**src/rtl/btn_conditioner.sv**
```systemverilog
// btn_conditioner: push-button front end for the LED sweep/PWM top level.
// Turns a raw, bouncing, asynchronous button pin into a clean level in the
// clk domain plus single-cycle press, release, click and long-press events.
//
// FSM states
//   state     | meaning
//   ----------+-----------------------------------------------------------
//   ST_UP     | button released and stable, waiting for a synchronised 1
//   ST_DEB_DN | candidate press, counting consecutive 1 samples
//   ST_DOWN   | button pressed and stable, hold timer running
//   ST_DEB_UP | candidate release, counting consecutive 0 samples;
//             | level still reads pressed and the hold timer keeps running

module btn_conditioner #(
    parameter int SYNC_STAGES       = 2,
    parameter int DEBOUNCE_CYCLES   = 250000,
    parameter int LONG_PRESS_CYCLES = 25000000,
    parameter bit ACTIVE_LOW        = 1'b0
) (
    input  logic clk,
    input  logic rst_n,
    input  logic btn_raw,
    output logic btn_level,
    output logic press_pulse,
    output logic release_pulse,
    output logic click_pulse,
    output logic long_pulse,
    output logic long_held
);

    localparam int DEB_W  = $clog2(DEBOUNCE_CYCLES + 1);
    localparam int HOLD_W = $clog2(LONG_PRESS_CYCLES + 1);

    localparam logic [DEB_W-1:0]  DEB_LIMIT  = DEB_W'(DEBOUNCE_CYCLES);
    localparam logic [DEB_W-1:0]  DEB_ONE    = DEB_W'(1);
    localparam logic [HOLD_W-1:0] HOLD_LIMIT = HOLD_W'(LONG_PRESS_CYCLES);
    localparam logic [HOLD_W-1:0] HOLD_LAST  = HOLD_W'(LONG_PRESS_CYCLES - 1);
    localparam logic [HOLD_W-1:0] HOLD_ONE   = HOLD_W'(1);

    typedef enum logic [1:0] {
        ST_UP     = 2'd0,
        ST_DEB_DN = 2'd1,
        ST_DOWN   = 2'd2,
        ST_DEB_UP = 2'd3
    } state_t;

    state_t                  state;
    logic [SYNC_STAGES-1:0]  sync_q;
    logic                    btn_pol;
    logic                    btn_sync;
    logic [DEB_W-1:0]        deb_cnt;
    logic [HOLD_W-1:0]       hold_cnt;
    logic [HOLD_W-1:0]       hold_next;
    logic                    hold_reach;

    // Polarity is fixed before the synchroniser so that reset (all zeros)
    // always means "not pressed" regardless of board wiring.
    assign btn_pol  = btn_raw ^ ACTIVE_LOW;
    assign btn_sync = sync_q[SYNC_STAGES-1];

    // Metastability chain bringing the pin into the clk domain.
    always_ff @(posedge clk) begin
        if (!rst_n) begin
            sync_q <= '0;
        end else begin
            sync_q <= {sync_q[SYNC_STAGES-2:0], btn_pol};
        end
    end

    // Saturating hold-timer step and the "limit reached this cycle" strobe.
    always_comb begin
        hold_next  = hold_cnt;
        hold_reach = 1'b0;
        if (hold_cnt != HOLD_LIMIT) begin
            hold_next = hold_cnt + HOLD_ONE;
        end
        if (hold_cnt == HOLD_LAST) begin
            hold_reach = 1'b1;
        end
    end

    // Debounce/hold state machine; every output is a register.
    always_ff @(posedge clk) begin
        if (!rst_n) begin
            state         <= ST_UP;
            deb_cnt       <= '0;
            hold_cnt      <= '0;
            btn_level     <= 1'b0;
            press_pulse   <= 1'b0;
            release_pulse <= 1'b0;
            click_pulse   <= 1'b0;
            long_pulse    <= 1'b0;
            long_held     <= 1'b0;
        end else begin
            press_pulse   <= 1'b0;
            release_pulse <= 1'b0;
            click_pulse   <= 1'b0;
            long_pulse    <= 1'b0;

            case (state)
                ST_UP: begin
                    if (btn_sync) begin
                        state   <= ST_DEB_DN;
                        deb_cnt <= DEB_ONE;
                    end
                end

                ST_DEB_DN: begin
                    if (!btn_sync) begin
                        state   <= ST_UP;
                        deb_cnt <= '0;
                    end else if (deb_cnt == DEB_LIMIT) begin
                        state       <= ST_DOWN;
                        deb_cnt     <= '0;
                        hold_cnt    <= '0;
                        btn_level   <= 1'b1;
                        press_pulse <= 1'b1;
                    end else begin
                        deb_cnt <= deb_cnt + DEB_ONE;
                    end
                end

                ST_DOWN: begin
                    hold_cnt <= hold_next;
                    if (hold_reach) begin
                        long_pulse <= 1'b1;
                        long_held  <= 1'b1;
                    end
                    if (!btn_sync) begin
                        state   <= ST_DEB_UP;
                        deb_cnt <= DEB_ONE;
                    end
                end

                ST_DEB_UP: begin
                    if (!btn_sync && (deb_cnt == DEB_LIMIT)) begin
                        // An accepted release beats a long press landing on
                        // the same cycle, so that hold still counts as a click.
                        state         <= ST_UP;
                        deb_cnt       <= '0;
                        hold_cnt      <= '0;
                        btn_level     <= 1'b0;
                        release_pulse <= 1'b1;
                        click_pulse   <= ~long_held;
                        long_held     <= 1'b0;
                    end else begin
                        hold_cnt <= hold_next;
                        if (hold_reach) begin
                            long_pulse <= 1'b1;
                            long_held  <= 1'b1;
                        end
                        if (btn_sync) begin
                            state   <= ST_DOWN;
                            deb_cnt <= '0;
                        end else begin
                            deb_cnt <= deb_cnt + DEB_ONE;
                        end
                    end
                end

                default: begin
                    state   <= ST_UP;
                    deb_cnt <= '0;
                end
            endcase
        end
    end

endmodule

```
**config.mk**
```make
export PLATFORM = sky130hd
export DESIGN_NAME = btn_conditioner
export DESIGN_NICKNAME = d
export VERILOG_FILES = /design/src/rtl/btn_conditioner.sv
export SDC_FILE = /design/constraint.sdc
export NUM_CORES = 1
export LEC_CHECK = 0
export BUFFER_PORTS_ARGS = -buffer_cell sky130_fd_sc_hd__buf_4
export CAP_MARGIN = 20
export CELL_PAD_IN_SITES_DETAIL_PLACEMENT = 1
export CELL_PAD_IN_SITES_GLOBAL_PLACEMENT = 1
export CORE_MARGIN = 2
export CORE_UTILIZATION = 41
export CTS_BUF_LIST = sky130_fd_sc_hd__clkbuf_8 sky130_fd_sc_hd__clkbuf_16
export DETAILED_ROUTE_END_ITERATION = 8
export PLACE_DENSITY = 0.68
export SETUP_SLACK_MARGIN = 0.15
export SLEW_MARGIN = 20
export SYNTH_ARGS = -nofsm -noshare
export SYNTH_HDL_FRONTEND = slang
export SYNTH_SLANG_ARGS = --single-unit
```
**constraint.sdc**
```tcl
create_clock -name clk -period 2.3 [get_ports clk]
set_input_delay 0.69 -clock clk [delete_from_list [all_inputs] [get_ports clk]]
set_output_delay 0.69 -clock clk [all_outputs]
set_load 0.1 [all_outputs]
```
==> impl_table.tex, run 1 <==
\begin{tabular}{lr}
\hline
Metric & Value \\
\hline
\multicolumn{2}{l}{\textbf{Flow run}} \\
\quad Maximum capacitance violations & 0 \\
\multicolumn{2}{l}{\textbf{Synthesis}} \\
\quad Share of the yosys chip area belonging to registers & 0.3792 \\
\quad Avg Inst Size Synth & between 8 and 9 um2 \\
\quad Library cells used by synthesis & 49 \\
\quad Post-Syn Area & 0.002798 mm2 \\
\quad Most instantiated flip-flop cell in the synthesis netlist & dfxtp\_1 \\
\quad Top cell type by total area after synthesis & dfxtp\_1 \\
\quad Proportion of netlist area held by the largest area contributor & 0.3792 \\
\quad Commonest cells post-synth & dfxtp\_1 (53), nand2\_1 (38), nand3\_1 (25) \\
\quad Most common cell in the synthesized netlist & dfxtp\_1 \\
\quad Async set-reset flop share out of synthesis & 0 \\
\quad Largest cells by area after synthesis & dfxtp\_1 (38\%), nand2\_1 (5.1\%), nand3\_1 (4.5\%) \\
\quad Yosys synthesis warning count & 0 \\
\quad Net count after synthesis & 355 \\
\quad Number of cells produced by synthesis & around 350 \\
\quad Synthesized flop and latch total & 53 \\
\quad Number of enable-type register cells in the synthesized netlist & 0 \\
\multicolumn{2}{l}{\textbf{Timing}} \\
\quad Worst clock skew & 10.13 ps \\
\quad Final hold violations & 0 \\
\quad Period utilization & 0.9363 \\
\quad Sum of negative setup slack & 0 ps \\
\quad Final number of setup-violating endpoints & 0 \\
\quad Count of pins over their slew limit & 0 \\
\quad Worst slew margin relative to its limit & 0.5208 \\
\quad Unrepaired setup endpoints after global routing & true \\
\quad Maximum achievable frequency & 0.4643 GHz \\
\quad Minimum setup slack in the final design & 146.4 ps \\
\quad Min Clock Period, post-route & 2154 ps \\
\quad Pin slew with the least headroom to its limit & 718.8 ps \\
\multicolumn{2}{l}{\textbf{Detailed routing}} \\
\quad Drt drc & 0 \\
\quad Count of vias placed by the detailed router & 2841 \\
\quad Routed WL per cell & 17.66 um \\
\quad TritonRoute pass-1 iters & 4 \\
\quad Total routed wirelength & approximately 8.4 mm \\
\quad Vias per Instance & between 5 and 6 \\
\quad Final ANT Viol Nets & 0 \\
\quad Initial DRC count & $\sim$140 \\
\multicolumn{2}{l}{\textbf{Worst setup path}} \\
\quad Critical path class & reg -> reg \\
\quad Largest stage delay on the critical path & about 500 ps \\
\quad Peak fanout along the critical path & 5 \\
\quad Crit-path cells & inv\_2 > ha\_4 > or4b\_4 > nor2\_8 > a31oi\_4 > buf\_6 > or4\_4 > nand2\_2 \\
\quad Critical-path cell with the highest stage delay & or4b\_4 \\
\quad CP arrival & 2410 ps \\
\quad Critical path startpoint category & register \\
\quad Required time at the worst-slack endpoint & between 2000 and 3000 ps \\
\quad Kind of end point of the critical path & register \\
\multicolumn{2}{l}{\textbf{Clocking}} \\
\quad Clock insertion delay at the later pin of the skew report & around 320 ps \\
\quad Clock-pin slew on the worst setup and hold paths & 100 ps \\
\quad Root buffer cell & clkbuf\_8 \\
\quad Number of buffers on the longest clock path & 2 \\
\quad Total clock buffers created by CTS & 5 \\
\quad Number of sinks driven by the clock tree & 53 \\
\quad TritonCTS clock tree & built \\
\quad Clock H-tree levels & 2 \\
\multicolumn{2}{l}{\textbf{GRT}} \\
\quad Largest net degree at the start of global routing & 16 \\
\quad Leftover overflow at the end of global routing & 0 \\
\quad Antenna violations before repair & 0 \\
\quad Aggregate global-route resource usage & 0.2273 \\
\quad Via count of the first global-routing pass & between 2000 and 3000 \\
\quad Wire length of the first global-routing pass & roughly 13 mm \\
\multicolumn{2}{l}{\textbf{Floorplan}} \\
\quad Area enclosed by the die boundary & 0.007500 mm2 \\
\quad Core region area & 0.006681 mm2 \\
\quad Effective utilization at floorplan & 0.4187 \\
\quad Number of standard-cell rows in the floorplan & 30 \\
\quad Ports placed on the boundary & 9 \\
\quad Die height & between 80 and 90 um \\
\quad Die Width & $\sim$87 um \\
\multicolumn{2}{l}{\textbf{Cells and area}} \\
\quad Area Growth Syn to Fin & 26.03\% \\
\quad Fraction of layout instances using a drive strength above 1 & 0.2513 \\
\quad Total inserted antenna cells & 0 \\
\quad Final standard cell count with taps included and fillers excluded & 474 \\
\quad Net count reported at finish & 400 \\
\multicolumn{2}{l}{\textbf{Pwr}} \\
\quad Ratio of total power to cell area & 482.2 mW/mm2 \\
\quad Leakage power summed over all cells & 1.222 nW \\
\quad Max rail drop VDD & 0.3551 mV \\
\multicolumn{2}{l}{\textbf{Place}} \\
\quad PortBufs & 8 \\
\quad RePlAce Congestion & 0.7598 \\
\quad DP Worst Slack & 75.10 ps \\
\quad Number of placed instances with taps included & 452 \\
\quad DP HPWL & about 5.7 mm \\
\multicolumn{2}{l}{\textbf{Outcome}} \\
\quad Outcome & completed \\
\multicolumn{2}{l}{\textbf{Worst hold path}} \\
\quad Path type of the worst min-delay path & reg -> reg \\
\hline
\end{tabular}
what timing repair did:
| item | CTS | global route |
|---|---|---|
| setup endpoints to repair | 19 | 25 |
| gates cloned | 1 | 4 |
| hold buffers | 0 | 0 |
| buffers inserted | 3 | 6 |
| pin swaps | 2 | 24 |
| gates resized for setup | 5 | 36 |
worst max-delay path: cells and delay by family, from the launching register on:
kind,cells,cell delay [ps]
AO/OA/AOI/OAI,1,160
AND/OR/NAND/NOR,4,1240
flip-flops,1,340
adder cells (fa/ha/maj),1,120
buffers and inverters,2,220
layout make-up:
cell class,count,area [um2]
Sequential cell,53,1067
Inverter,16,60.06
Multi-Input combinational cell,266,1775
Tap cell,80,100.1
Clock inverter,2,33.78
Fill cell,807,3156
Clock buffer,6,82.58
Timing Repair Buffer,51,406.6
sequential cells by signal (all words and copies together), names as in the netlist:
signal,count
hold_cnt,25
deb_cnt,18
state,2
sync_q,2
btn_level,1
click_pulse,1
long_held,1
long_pulse,1
press_pulse,1
release_pulse,1
cells in the final DEF, fill, tap and decap left out, types with 4 or more instances in the layout:
cell and count:
a21oi_1 19, a21oi_2 5, a31oi_1 8, and2_1 6, and3_1 8, buf_4 43, buf_6 5, clkbuf_8 6
dfxtp_1 48, dfxtp_2 5, inv_1 15, nand2_1 37, nand2b_1 4, nand3_1 25, nand4_1 14, nor2_1 14
nor3_1 7, nor4_1 6, o21ai_0 21, o31ai_1 5, or3_1 10, or3_4 4, or4_1 6
power by group:
| part | internal (mW) | switching (mW) |
|---|---|---|
| combinational | 0.0313 | 0.0641 |
| clock | 0.351 | 0.325 |
| sequential | 0.923 | 0.00460 |
cell families (layout without fill, tap and decap cells):
group / after synthesis / after routing / share of synthesized area
AND/OR/NAND/NOR: 170 / 170 / 0.3399
flip-flops: 53 / 53 / 0.3792
buffers and inverters: 31 / 75 / 0.04830
multiplexers: 3 / 3 / 0.01073
AO/OA/AOI/OAI: 84 / 86 / 0.1946
XOR/XNOR: 3 / 3 / 0.009393
adder cells (fa/ha/maj): 4 / 4 / 0.01789
per-stage QoR:
stage	utilization	hold slack [ps]	area, um2	total power [mW]
global placement	0.4663	416.7	3115	1.038
floorplan	-	411.9	2798	1.006
CTS	0.4929	458.0	3293	1.704
global route	0.5277	491.5	3526	1.755
finish	0.5277	450.3	3526	1.700
detailed placement	0.4663	432.3	3115	1.039
worst paths after layout:
| check | cells past startpoint | slack (ps) | endpoint | start |
|---|---|---|---|---|
| max | 8 | 150 | hold_cnt[13] | deb_cnt[1] |
| min | 1 | 450 | sync_q[1] | sync_q[0] |
| max reg2reg | 8 | 150 | hold_cnt[13] | deb_cnt[1] |
| min reg2reg | 1 | 450 | sync_q[1] | sync_q[0] |
layer usage:
metal / track usage / wire [um]
met5: 0 / 0
met2: 0.3811 / 4207
met4: 0.06534 / 129
met1: 0.3044 / 3892
met3: 0.03238 / 140
No activity file was read; power rests on OpenSTA's default activity.
==> run 2, diff against run 1 <==
RECOVER_POWER = 25   (was default)
==> run 2 against run 1 <==
  * Highest routed layer unchanged
  * Clock-buffer cell count stayed put
  * Utilization down 0.30 points
  * First-iteration DRC count grew 5.8%
  * Wire length grew 0.12%
  * Critical endpoint unchanged
  * Clock skew hardly changed
  * Hold slack improved by 9.8 ps
==> impl_table.tex, run 2 (synthesized netlist as in run 1, its figures left out) <==
\begin{tabular}{lr}
\hline
Metric & Value \\
\hline
\multicolumn{2}{l}{\textbf{Place}} \\
\quad RePlAce Congestion & 0.7598 (unchanged) \\
\quad Number of placed instances with taps included & 452 (unchanged) \\
\quad Area after detailed placement & 0.003115 mm2 (unchanged) \\
\quad PortBufs & 8 (unchanged) \\
\quad DP HPWL & 5.682 mm (unchanged) \\
\multicolumn{2}{l}{\textbf{Detailed routing}} \\
\quad Final ANT Viol Nets & 0 (unchanged) \\
\quad Vias per Instance & 6.027 (+0.56\%) \\
\quad TritonRoute pass-1 iters & 5 (+1) \\
\quad Total routed wirelength & 8.380 mm (+0.12\%) \\
\quad Initial DRC count & 147 (+5.8\%) \\
\quad Count of vias placed by the detailed router & 2857 (+0.56\%) \\
\quad Drt drc & 0 (unchanged) \\
\quad Routed WL per cell & 17.68 um (+0.12\%) \\
\multicolumn{2}{l}{\textbf{Floorplan}} \\
\quad Number of standard-cell rows in the floorplan & 30 (unchanged) \\
\quad Ports placed on the boundary & 9 (unchanged) \\
\quad Die height & 86.61 um (unchanged) \\
\quad Core region area & 0.006681 mm2 (unchanged) \\
\quad Area enclosed by the die boundary & 0.007500 mm2 (unchanged) \\
\quad Effective utilization at floorplan & 0.4187 (unchanged) \\
\quad Die Width & 86.61 um (unchanged) \\
\multicolumn{2}{l}{\textbf{Clocking}} \\
\quad Hold bufs inserted after CTS & 0 (unchanged) \\
\quad TritonCTS clock tree & built \\
\quad Number of buffers on the longest clock path & 2 (unchanged) \\
\quad Clock insertion delay at the later pin of the skew report & 320 ps (about the same) \\
\quad Total clock buffers created by CTS & 5 (unchanged) \\
\quad Clock-pin slew on the worst setup and hold paths & 100 ps (about the same) \\
\quad Root buffer cell & clkbuf\_8 \\
\quad Clock H-tree levels & 2 (unchanged) \\
\quad Number of sinks driven by the clock tree & 53 (unchanged) \\
\multicolumn{2}{l}{\textbf{Cells and area}} \\
\quad Fraction of layout instances using a drive strength above 1 & 0.2437 (-0.007614) \\
\quad Most used cells in the layout excluding fill and tap cells & dfxtp\_1 (49), nand2\_1 (37), buf\_4 (36), nand3\_1 (25), o21ai\_0 (21) \\
\quad Most flops, register & hold\_cnt \\
\quad Final standard cell count with taps included and fillers excluded & 474 (unchanged) \\
\quad Final non-filler cell area & 0.003506 mm2 (-0.57\%) \\
\quad Most frequent standard cell in the layout excluding fill and tap cells & dfxtp\_1 \\
\quad Fin util & 0.5247 (-0.002996) \\
\quad Area Growth Syn to Fin & 25.31\% \\
\quad Largest register FFs & 25 (unchanged) \\
\quad Filler Cell Count & 810 (+0.37\%) \\
\quad Net count reported at finish & 400 (unchanged) \\
\quad Total inserted antenna cells & 0 (unchanged) \\
\quad Biggest regs & hold\_cnt (25), deb\_cnt (18) \\
\multicolumn{2}{l}{\textbf{GRT}} \\
\quad Largest net degree at the start of global routing & 16 (unchanged) \\
\quad Via count of the first global-routing pass & 2762 (unchanged) \\
\quad Aggregate global-route resource usage & 0.2273 (unchanged) \\
\quad Antenna violations before repair & 0 (unchanged) \\
\quad Leftover overflow at the end of global routing & 0 (unchanged) \\
\quad Wire length of the first global-routing pass & 13.48 mm (unchanged) \\
\multicolumn{2}{l}{\textbf{Worst setup path}} \\
\quad Critical path startpoint category & register \\
\quad Required time at the worst-slack endpoint & 2560 ps (about the same) \\
\quad Critical path class & reg -> reg \\
\quad Kind of end point of the critical path & register \\
\quad CP arrival & 2440 ps (+30 ps) \\
\quad Peak fanout along the critical path & 5 (unchanged) \\
\multicolumn{2}{l}{\textbf{Pwr}} \\
\quad Total power & 1.697 mW (-0.19\%) \\
\quad Leakage power summed over all cells & 1.210 nW (-0.92\%) \\
\quad Max rail drop VDD & 0.3542 mV (-0.28\%) \\
\quad Ratio of total power to cell area & 484.0 mW/mm2 (+0.38\%) \\
\multicolumn{2}{l}{\textbf{Timing}} \\
\quad Sum of negative setup slack & 0 ps (unchanged) \\
\quad Final hold violations & 0 (unchanged) \\
\quad Min Clock Period, post-route & 2184 ps (+30.41 ps) \\
\quad Maximum achievable frequency & 0.4579 GHz (-1.4\%) \\
\quad Unrepaired setup endpoints after global routing & true \\
\quad Period utilization & 0.9496 (+0.01322) \\
\quad Pin slew with the least headroom to its limit & 721.9 ps (+3.140 ps) \\
\quad Count of pins over their slew limit & 0 (unchanged) \\
\quad Worst clock skew & 10.14 ps (+0.01120 ps) \\
\quad Worst slew margin relative to its limit & 0.5187 (-0.002093) \\
\quad Final number of setup-violating endpoints & 0 (unchanged) \\
\multicolumn{2}{l}{\textbf{Outcome}} \\
\quad Outcome & completed \\
\multicolumn{2}{l}{\textbf{Worst hold path}} \\
\quad Path type of the worst min-delay path & reg -> reg \\
\multicolumn{2}{l}{\textbf{Flow run}} \\
\quad Maximum capacitance violations & 0 (unchanged) \\
\hline
\end{tabular}
run 2: cell types whose count changed in the layout (fill, tap and decap cells not counted):
cell,previous run,this run
dfxtp_2,5,4
dfxtp_1,48,49
clkbuf_1,0,1
clkbuf_2,0,6
inv_2,2,1
and2_0,0,2
and2_1,6,4
inv_1,15,16
buf_4,43,36
run 2: final timing paths:
kind,to,slack (ps),cells after the start,startpoint
worst max register to register,hold_cnt[13],120,8,deb_cnt[1]
worst min register to register,sync_q[1],460,1,sync_q[0]
worst min-delay path,sync_q[1],460,1,sync_q[0]
worst max-delay path,hold_cnt[13],120,8,deb_cnt[1]
run 2: critical path, cell delays in order, from the launching register on:
cell     delay [ps]
dfxtp_1         330
inv_1            90
ha_4            140
or4b_4          500
nor2_8          210
a31oi_4         160
buf_6           160
or4_4           470
nand2_2          60
run 2: area by class of cell:
cell class                 count  area, um2  share of cell area
clock buffer                   6      82.58             0.02355
clock inverter                 2      33.78            0.009636
inverter                      16      60.06             0.01713
multi-input combinational    266       1775              0.5064
sequential                    53       1066              0.3041
tap                           80      100.1             0.02855
timing repair buffer          51      387.9              0.1106
run 2: stage by stage:
| step | hold slack, ps | setup WS [ps] |
|---|---|---|
| after global placement | 416.7 | 131.9 |
| after detailed placement | 432.3 | 75.10 |
| after CTS | 458.0 | 112.2 |
| after global routing | 503.4 | 81.24 |
| final | 460.1 | 116.0 |
| after floorplan | 411.9 | 165.1 |
run 2: power breakdown:
group,internal (mW),switching [mW],total [mW]
logic,0.0285,0.0642,0.0927
clock network,0.351,0.325,0.676
registers,0.923,0.00459,0.928
run 2: per-layer routing:
metal	global-route usage	up-vias	wire, um
met3	0.03238	11	133
met2	0.3811	17	4212
li1	-	1408	-
met5	0	-	0
met1	0.3044	1421	3904
met4	0.06534	0	129
run 2: timing repair:
action,in CTS,in global routing
gates resized for setup,5,36
cloned,1,4
hold endpoints to repair,0,0
pin swaps,2,24
buffers inserted,3,6
endpoints found under the setup margin,19,25
==> run 3, diff against run 2 <==
CORE_UTILIZATION = 45   (was 41)
PLACE_DENSITY = 0.74   (was 0.68)
==> run 3 against run 2 <==
  * Worst setup slack better by 31 ps
  * Hold slack worse by 12 ps
  * Register-to-register slack better by 30 ps
  * Sequential power about the same
  * Wire length down 3.0%
  * Total power down 7.3%
  * Sequential cell count unchanged
  * Design area down 4.8%
  * Non-clock buffer count down 6
  * Largest power group unchanged
==> impl_table.tex, run 3 (synthesized netlist as in run 1, its figures left out) <==
\begin{tabular}{lr}
\hline
Metric & Value \\
\hline
\multicolumn{2}{l}{\textbf{Timing}} \\
\quad Worst slew margin relative to its limit & 0.6444 (+0.1257) \\
\quad Count of pins over their slew limit & 0 (unchanged) \\
\quad Maximum achievable frequency & 0.4645 GHz (+1.4\%) \\
\quad Unrepaired setup endpoints after global routing & true \\
\quad Sum of negative setup slack & 0 ps (unchanged) \\
\quad Pin slew with the least headroom to its limit & 528.6 ps (-193.4 ps) \\
\quad Minimum setup slack in the final design & 147.2 ps (+31.19 ps) \\
\quad Period utilization & 0.9360 (-0.01356) \\
\quad Worst clock skew & 18.27 ps (+8.129 ps) \\
\quad Final number of setup-violating endpoints & 0 (unchanged) \\
\quad Min Clock Period, post-route & 2153 ps (-31.19 ps) \\
\quad Final hold violations & 0 (unchanged) \\
\multicolumn{2}{l}{\textbf{Floorplan}} \\
\quad Area enclosed by the die boundary & 0.006864 mm2 (-8.5\%) \\
\quad Effective utilization at floorplan & 0.4697 (+0.05102) \\
\quad Die Width & 82.85 um (-4.3\%) \\
\quad Number of standard-cell rows in the floorplan & 28 (-6.7\%) \\
\quad Core region area & 0.005956 mm2 (-11\%) \\
\quad Ports placed on the boundary & 9 (unchanged) \\
\quad Die height & 82.85 um (-4.3\%) \\
\multicolumn{2}{l}{\textbf{Cells and area}} \\
\quad Fraction of layout instances using a drive strength above 1 & 0.1938 (-0.04986) \\
\quad Total inserted antenna cells & 0 (unchanged) \\
\quad Area Growth Syn to Fin & 19.32\% \\
\quad Filler Cell Count & 737 (-9.0\%) \\
\quad Most frequent standard cell in the layout excluding fill and tap cells & dfxtp\_1 \\
\quad Most used cells in the layout excluding fill and tap cells & dfxtp\_1 (52), nand2\_1 (38), buf\_4 (34), nand3\_1 (25), a21oi\_1 (21) \\
\quad Biggest regs & hold\_cnt (25), deb\_cnt (18) \\
\quad Net count reported at finish & 393 (-1.8\%) \\
\quad Fin util & 0.5605 (+0.03578) \\
\quad Most flops, register & hold\_cnt \\
\quad Sequential cell area & 0.001062 mm2 (-0.35\%) \\
\quad Footprint of the multi-input gates & 0.001703 mm2 (-4.1\%) \\
\quad Largest register FFs & 25 (unchanged) \\
\multicolumn{2}{l}{\textbf{Worst hold path}} \\
\quad Cell depth of the worst min-delay path & 1 (unchanged) \\
\quad Path type of the worst min-delay path & reg -> reg \\
\multicolumn{2}{l}{\textbf{GRT}} \\
\quad Via count of the first global-routing pass & 2783 (+0.76\%) \\
\quad Wire length of the first global-routing pass & 13.55 mm (+0.51\%) \\
\quad Aggregate global-route resource usage & 0.2373 (+0.009954) \\
\quad Largest net degree at the start of global routing & 20 (+4) \\
\quad Antenna violations before repair & 0 (unchanged) \\
\quad Leftover overflow at the end of global routing & 0 (unchanged) \\
\multicolumn{2}{l}{\textbf{Detailed routing}} \\
\quad Vias per Instance & 6.113 (+1.4\%) \\
\quad Initial DRC count & 172 (+17\%) \\
\quad Final ANT Viol Nets & 0 (unchanged) \\
\quad Total routed wirelength & 8.128 mm (-3.0\%) \\
\quad Routed WL per cell & 17.59 um (-0.49\%) \\
\quad Count of vias placed by the detailed router & 2824 (-1.2\%) \\
\quad TritonRoute pass-1 iters & 4 (-1) \\
\quad Drt drc & 0 (unchanged) \\
\multicolumn{2}{l}{\textbf{Outcome}} \\
\quad Outcome & completed \\
\multicolumn{2}{l}{\textbf{Place}} \\
\quad DP Worst Slack & 50.33 ps (-24.77 ps) \\
\quad PortBufs & 8 (unchanged) \\
\quad RePlAce Congestion & 0.7853 (+3.4\%) \\
\quad DP HPWL & 5.675 mm (-0.12\%) \\
\multicolumn{2}{l}{\textbf{Worst setup path}} \\
\quad Kind of end point of the critical path & register \\
\quad Required time at the worst-slack endpoint & 2520 ps (-40 ps) \\
\quad Worst reg2reg setup slack & 150 ps (+30 ps) \\
\quad Worst setup path startpoint & deb\_cnt[1] \\
\quad Critical path startpoint category & register \\
\quad Timing endpoint of the critical path & hold\_cnt[7] \\
\quad Critical path class & reg -> reg \\
\quad Reg2reg start & deb\_cnt[1] \\
\quad Reg-to-reg endpoint & hold\_cnt[7] \\
\quad Peak fanout along the critical path & 8 (+3) \\
\quad Path depth of the worst reg2reg path & 8 (unchanged) \\
\quad CP arrival & 2370 ps (-70 ps) \\
\multicolumn{2}{l}{\textbf{Clocking}} \\
\quad Clock H-tree levels & 2 (unchanged) \\
\quad Clock insertion delay at the later pin of the skew report & 320 ps (about the same) \\
\quad Number of buffers on the longest clock path & 2 (unchanged) \\
\quad Total clock buffers created by CTS & 5 (unchanged) \\
\quad TritonCTS clock tree & built \\
\quad Number of sinks driven by the clock tree & 53 (unchanged) \\
\quad Hold bufs inserted after CTS & 0 (unchanged) \\
\quad Root buffer cell & clkbuf\_8 \\
\quad Clock-pin slew on the worst setup and hold paths & 100 ps (about the same) \\
\multicolumn{2}{l}{\textbf{Pwr}} \\
\quad Ratio of total power to cell area & 471.2 mW/mm2 (-2.6\%) \\
\quad Leakage power summed over all cells & 1.156 nW (-4.5\%) \\
\quad Max rail drop VDD & 0.2991 mV (-16\%) \\
\multicolumn{2}{l}{\textbf{Flow run}} \\
\quad Maximum capacitance violations & 0 (unchanged) \\
\hline
\end{tabular}
[run 3: metal layers]
metal	part of all wire	track usage	wire, um	up-vias
met5	0	0	0	-
met4	0.030	0.07899	242	0
met3	0.017	0.03678	140	23
met2	0.51	0.4076	4113	29
met1	0.45	0.3037	3632	1385
li1	-	-	-	1387
[run 3: area by class of cell]
type,count,share of cell area
inverter,16,0.01799
clock buffer,5,0.02061
sequential,53,0.3182
timing repair buffer,45,0.09820
tap,75,0.02811
clock inverter,3,0.006747
multi-input combinational,265,0.5101
[run 3: critical path, stage by stage, from the launching register on]
cell and delay, ps:
dfxtp_1 340, inv_2 70, ha_4 130, or4b_4 510, nor2_8 180, a31oi_4 160
buf_4 200, o31a_1 290, o21a_1 180
[run 3: per-stage QoR]
step | area (um2) | total power [mW] | cells | hold slack [ps]
floorplan | 2798 | 1.006 | 348 | 411.9
CTS | 3261 | 1.587 | 458 | 451.0
detailed placement | 3087 | 1.039 | 444 | 426.1
global route | 3338 | 1.638 | 462 | 468.7
global placement | 3087 | 1.035 | 444 | 414.0
finish | 3338 | 1.573 | 462 | 447.6
[run 3: how the worst min path moves through the flow]
stage                          from         to
after floorplan           sync_q[0]  sync_q[1]
after global placement    sync_q[0]  sync_q[1]
after detailed placement  sync_q[0]  sync_q[1]
after CTS                 sync_q[0]  sync_q[1]
after global routing      sync_q[0]  sync_q[1]
final                     sync_q[0]  sync_q[1]
[run 3: report_power, final]
group | switching, mW | leakage, nW | total [mW] | internal, mW
clock network | 0.338 | 0.0481 | 0.555 | 0.217
logic | 0.0641 | 0.679 | 0.0902 | 0.0261
registers | 0.00494 | 0.428 | 0.928 | 0.923
total | 0.407 | 1.16 | 1.57 | 1.17
[run 3: repair_timing]
item,4_1_cts,5_1_grt
hold endpoints to repair,0,0
endpoints found under the setup margin,17,31
resized for setup,7,16
setup buffers,5,3
gates cloned,1,1
pin swaps,3,13
